$ cat src/rtl/fwd_ctrl.sv
// Operand-forwarding and load-use hazard controller for the 16-bit, 8-register pipelined core.
// Tracks destinations in flight in EX/MEM/WB and drives the ID-stage operand select muxes.
module fwd_ctrl #(
   parameter int rfWidth           = 3,
   parameter int opForwardSelWidth = 2,
   parameter int DATA_WIDTH        = 16
) (
   input  logic                         clk,
   input  logic                         rst,
   input  logic                         idValid,
   input  logic [rfWidth-1:0]           idSrcA,
   input  logic [rfWidth-1:0]           idSrcB,
   input  logic                         idUseA,
   input  logic                         idUseB,
   input  logic                         idWrEn,
   input  logic [rfWidth-1:0]           idDest,
   input  logic                         idMemRead,
   input  logic                         flush,
   output logic [opForwardSelWidth-1:0] selOpA,
   output logic [opForwardSelWidth-1:0] selOpB,
   output logic                         stall,
   output logic [DATA_WIDTH-1:0]        stallCnt
);

   typedef struct packed {
      logic               valid;
      logic               wrEn;
      logic [rfWidth-1:0] dest;
      logic               isLoad;
   } ex_slot_t;

   // Load-ness only matters in EX; MEM and WB can forward load data directly.
   typedef struct packed {
      logic               valid;
      logic               wrEn;
      logic [rfWidth-1:0] dest;
   } fwd_slot_t;

   localparam logic [opForwardSelWidth-1:0] SEL_ID  = opForwardSelWidth'(0);
   localparam logic [opForwardSelWidth-1:0] SEL_EX  = opForwardSelWidth'(1);
   localparam logic [opForwardSelWidth-1:0] SEL_MEM = opForwardSelWidth'(2);
   localparam logic [opForwardSelWidth-1:0] SEL_WB  = opForwardSelWidth'(3);

   ex_slot_t              ex_q, ex_d;
   fwd_slot_t             mem_q, wb_q;
   logic [DATA_WIDTH-1:0] cnt_q, cnt_d;

   logic hit_a_ex, hit_a_mem, hit_a_wb;
   logic hit_b_ex, hit_b_mem, hit_b_wb;
   logic raw_stall;

   // Register 0 is hardwired zero, so it never produces a hit.
   function automatic logic slot_hit(input logic valid, input logic wr_en,
                                     input logic [rfWidth-1:0] dest,
                                     input logic [rfWidth-1:0] src);
      return valid && wr_en && (dest != '0) && (dest == src);
   endfunction

   function automatic logic [opForwardSelWidth-1:0] pick_sel(input logic use_src, input logic h_ex,
                                                             input logic h_mem, input logic h_wb);
      logic [opForwardSelWidth-1:0] sel;
      sel = SEL_ID;
      if (!use_src)   sel = SEL_ID;
      else if (h_ex)  sel = SEL_EX;
      else if (h_mem) sel = SEL_MEM;
      else if (h_wb)  sel = SEL_WB;
      else            sel = SEL_ID;
      return sel;
   endfunction

   always_comb begin
      hit_a_ex  = slot_hit(ex_q.valid,  ex_q.wrEn,  ex_q.dest,  idSrcA);
      hit_a_mem = slot_hit(mem_q.valid, mem_q.wrEn, mem_q.dest, idSrcA);
      hit_a_wb  = slot_hit(wb_q.valid,  wb_q.wrEn,  wb_q.dest,  idSrcA);
      hit_b_ex  = slot_hit(ex_q.valid,  ex_q.wrEn,  ex_q.dest,  idSrcB);
      hit_b_mem = slot_hit(mem_q.valid, mem_q.wrEn, mem_q.dest, idSrcB);
      hit_b_wb  = slot_hit(wb_q.valid,  wb_q.wrEn,  wb_q.dest,  idSrcB);

      selOpA = pick_sel(idUseA, hit_a_ex, hit_a_mem, hit_a_wb);
      selOpB = pick_sel(idUseB, hit_b_ex, hit_b_mem, hit_b_wb);

      raw_stall = idValid && ((idUseA && hit_a_ex) || (idUseB && hit_b_ex)) && ex_q.isLoad;
      stall     = raw_stall && !flush;

      // A stalled or flushed ID instruction enters EX as a bubble.
      ex_d = '0;
      if (!stall && !flush) begin
         ex_d = '{valid: idValid, wrEn: idWrEn, dest: idDest, isLoad: idMemRead};
      end else begin
         ex_d = '0;
      end

      cnt_d = cnt_q;
      if (stall && (cnt_q != '1)) begin
         cnt_d = cnt_q + DATA_WIDTH'(1);
      end else begin
         cnt_d = cnt_q;
      end
   end

   always_ff @(posedge clk or posedge rst) begin
      if (rst) begin
         ex_q  <= '0;
         mem_q <= '0;
         wb_q  <= '0;
         cnt_q <= '0;
      end else begin
         ex_q  <= ex_d;
         mem_q <= '{valid: ex_q.valid, wrEn: ex_q.wrEn, dest: ex_q.dest};
         wb_q  <= mem_q;
         cnt_q <= cnt_d;
      end
   end

   assign stallCnt = cnt_q;

endmodule

$ cat config.mk
export PLATFORM = sky130hd
export DESIGN_NAME = fwd_ctrl
export DESIGN_NICKNAME = d
export VERILOG_FILES = /design/src/rtl/fwd_ctrl.sv
export SDC_FILE = /design/constraint.sdc
export NUM_CORES = 1
export LEC_CHECK = 0
export BUFFER_PORTS_ARGS = -buffer_cell sky130_fd_sc_hd__buf_4
export CAP_MARGIN = 5
export CORE_UTILIZATION = 45
export CTS_CLUSTER_SIZE = 16
export DETAILED_ROUTE_END_ITERATION = 8
export PLACE_DENSITY = 0.7
export SETUP_SLACK_MARGIN = 0.5
export SLEW_MARGIN = 25
export SYNTH_ARGS = -nofsm -noshare
export SYNTH_HDL_FRONTEND = slang
export SYNTH_SLANG_ARGS = --single-unit
export TNS_END_PERCENT = 20
$ cat constraint.sdc
create_clock -name clk -period 2.7 [get_ports clk]
set_clock_uncertainty 0.05 [all_clocks]
set_input_delay 0.405 -clock clk [delete_from_list [all_inputs] [get_ports clk]]
set_output_delay 0.405 -clock clk [all_outputs]
set_load 0.01 [all_outputs]
==> metrics.txt <==
Peak VDD IR 0.000184 V; Initial DRT Pass Iterations 4; Initial DRC Count 45; worst hold path type primary input to asynchronous set/reset pin; wire per inst 14.4 um; post-synthesis sequential area ratio 0.497; Worst-Margin Slew 444 ps; core box area 0.00339 mm^2; CTS Buffer Depth 2; Die Span Y 61.8 um; fraction of layout cells with a size suffix above 1 0.416; CP top delay family flip-flops; CP Buf/Inv Count 1; multi-input logic area 853 um^2; overall power 0.853 mW; simple-gate share of the synthesized area 0.214; leading area contributor after synthesis dfrtp_1; Die X 61.8 um; initial antenna violation count 0; Worst EP arrival 1850 ps; crit-path cells xnor2_2, nand4_1, a2111oi_4, buf_4; Post-CTS Hold Buffers 0; H-tree levels 2; top post-synthesis cells by area dfrtp_1 50%, xnor2_1 9.8%, xor2_1 6.5%; routability cong. 0.777; ys async rst share 1.00; number of enable flip-flop cells after synthesis 0; Setup TNS 0 ps; share of the synthesized area in the top cell type 0.497; mux contribution to synthesized area 0.00699; P_leak 0.947 nW; Synth Register Bits 32; vias in the first global route 1205; fmax 0.435 GHz; final hold vios 0; max incr delay on CP 470 ps; synth warn 0; Worst Setup End Kind output pin; Compound-Gate Fraction of Synth Area 0.0660; Port Buffers 37; total die area 0.00382 mm^2; Crit Path Class flop to output pin; total of max-cap violations 0; io pins 38; Mapped Cells 135; clock sink count 32; post-synthesis adder-cell area fraction 0.00777; first-pass GRT wire length 5440 um; CP max-delay cell dfrtp_2; CP Max Fanout 4; max_slew headroom 0.702; Cell Area, Synth 0.00161 mm^2; Post-Synth XOR/XNOR Area 0.193; Diodes inserted 0; RSZ-0062 raised after global routing yes; gr ovfl total 0; Fillers 264; clk root buf clkbuf_4; final worst path period share 0.852; PD cells 405 mW/mm^2; DRC viols 0; later-pin clock latency in the skew report 330 ps; Worst-path clk slew 100 ps; HPWL after DPL 2410 um; syn avg cell area 11.9 um^2; prevailing post-synth register cell dfrtp_1; CTS buffer count 5; gr usage total 0.205; Post-Syn Nets 153; CP Launch Type flop; Routed Antenna Nets 0; via count 1217; Area Overhead vs Synth 30.8%; minimum clock period 2300 ps; DR vias/cell 5.27; largest family of logic cells by synthesized area simple AND/OR/NAND/NOR gates; Critical Path RT 2250 ps; Post-layout nets 202; Routed Wire Length 3320 um; Setup-failing EPs final 0; # rows 21; register area 805 um^2; CTS tree yes; largest net degree at the start of global routing 33; outcome finished, final reports clean; Max Slew Vio Count 0; Netlist cell types 29; Initial Util 0.475
-- placed cells by master, fill, tap and decap left out, drive strengths merged, types with 2 or more instances in the layout --
cell type and n:
nor3 3, nand3 8, inv 3, buf 43, clkbuf 5, a21boi 2
xor2 12, and3 4, xnor2 21, and2 5, o211a 2, nor4 7
nand2 8, a21oi 3, nor2 2, nand4 12, clkinv 3, nand2b 2
o311ai 2, dfrtp 32
-- sequential cells by signal, summed over array words and instances (netlist names) --
| signal | count |
|---|---|
| mem_q | 5 |
| stallCnt | 16 |
| wb_q | 5 |
| ex_q | 6 |
-- tightest hold or removal path: stages --
cell	delay, ps
buf_4	110
inv_1	40
buf_4	350
-- cell usage after synthesis (2+ instances only) --
cell type  number
dfrtp_1        32
xnor2_1        18
xor2_1         12
nand4_1        11
nand2_1         7
nand3_2         6
nor4_1          6
and2_1          5
and3_1          4
a21oi_1         3
inv_1           3
nor3_1          3
xnor2_2         3
a21boi_0        2
nand2b_1        2
nand3_1         2
nor2_1          2
o211a_1         2
o311ai_0        2
-- per-stage QoR --
stage	worst slack (ps)	std cells	hold slack (ps)	util	area, um^2
finish	399	231	94.0	0.621	2110
global route	275	231	123	0.621	2110
CTS	373	230	92.0	0.610	2070
detailed placement	346	220	314	0.577	1960
global placement	444	220	311	0.577	1960
floorplan	745	135	298	-	1610
-- final timing paths --
path	start	end	slack (ps)	cells after the start
worst max-delay path	ex_q[1]$_DFF_PP0_	stall	400	4
worst min-delay path	rst	stallCnt[0]$_DFFE_PP0P_	90	3
worst max register to register	stallCnt[0]$_DFFE_PP0P_	stallCnt[1]$_DFFE_PP0P_	540	6
worst min register to register	ex_q[5]$_DFF_PP0_	mem_q[4]$_DFF_PP0_	340	0
max in group asynchronous	rst	ex_q[2]$_DFF_PP0_	2200	3
min in group clk	flush	ex_q[5]$_DFF_PP0_	220	2
-- repair_timing --
action,in CTS,in global routing
pin swaps,7,4
endpoints found under the setup margin,16,14
gates resized for setup,10,5
buffers inserted,2,1
-- kinds of logic after synthesis --
family                     after synthesis
buffers and inverters                    4
adders and majority gates                1
AOI/OAI and AO/OA                       11
and+or+nand+nor                         53
muxes                                    1
xor gates and xnor gates                33
DFF                                     32
-- final cells by class --
type / count / share of cell area
Timing Repair Buffer: 43 / 0.153
Sequential cell: 32 / 0.382
Multi-Input combinational cell: 99 / 0.405
Inverter: 3 / 0.00535
Clock buffer: 5 / 0.0178
Clock inverter: 3 / 0.00891
Tap cell: 46 / 0.0273
-- per-layer routing --
layer | track usage | wire length [um] | vias to the layer above | part of all wire
met4 | 0.121 | 98 | 0 | 0.030
met1 | 0.262 | 1450 | 588 | 0.44
li1 | - | - | 583 | -
met5 | 0 | 0 | - | 0
met3 | 0.0435 | 138 | 10 | 0.042
met2 | 0.323 | 1630 | 36 | 0.49
-- where the power goes --
group | leakage, nW | total [mW] | internal (mW) | switching (mW)
Sequential | 0.426 | 0.508 | 0.492 | 0.0166
Clock | 0.0349 | 0.261 | 0.0997 | 0.161
Combinational | 0.486 | 0.0839 | 0.0429 | 0.0410
(Power assumes the default switching activity.)
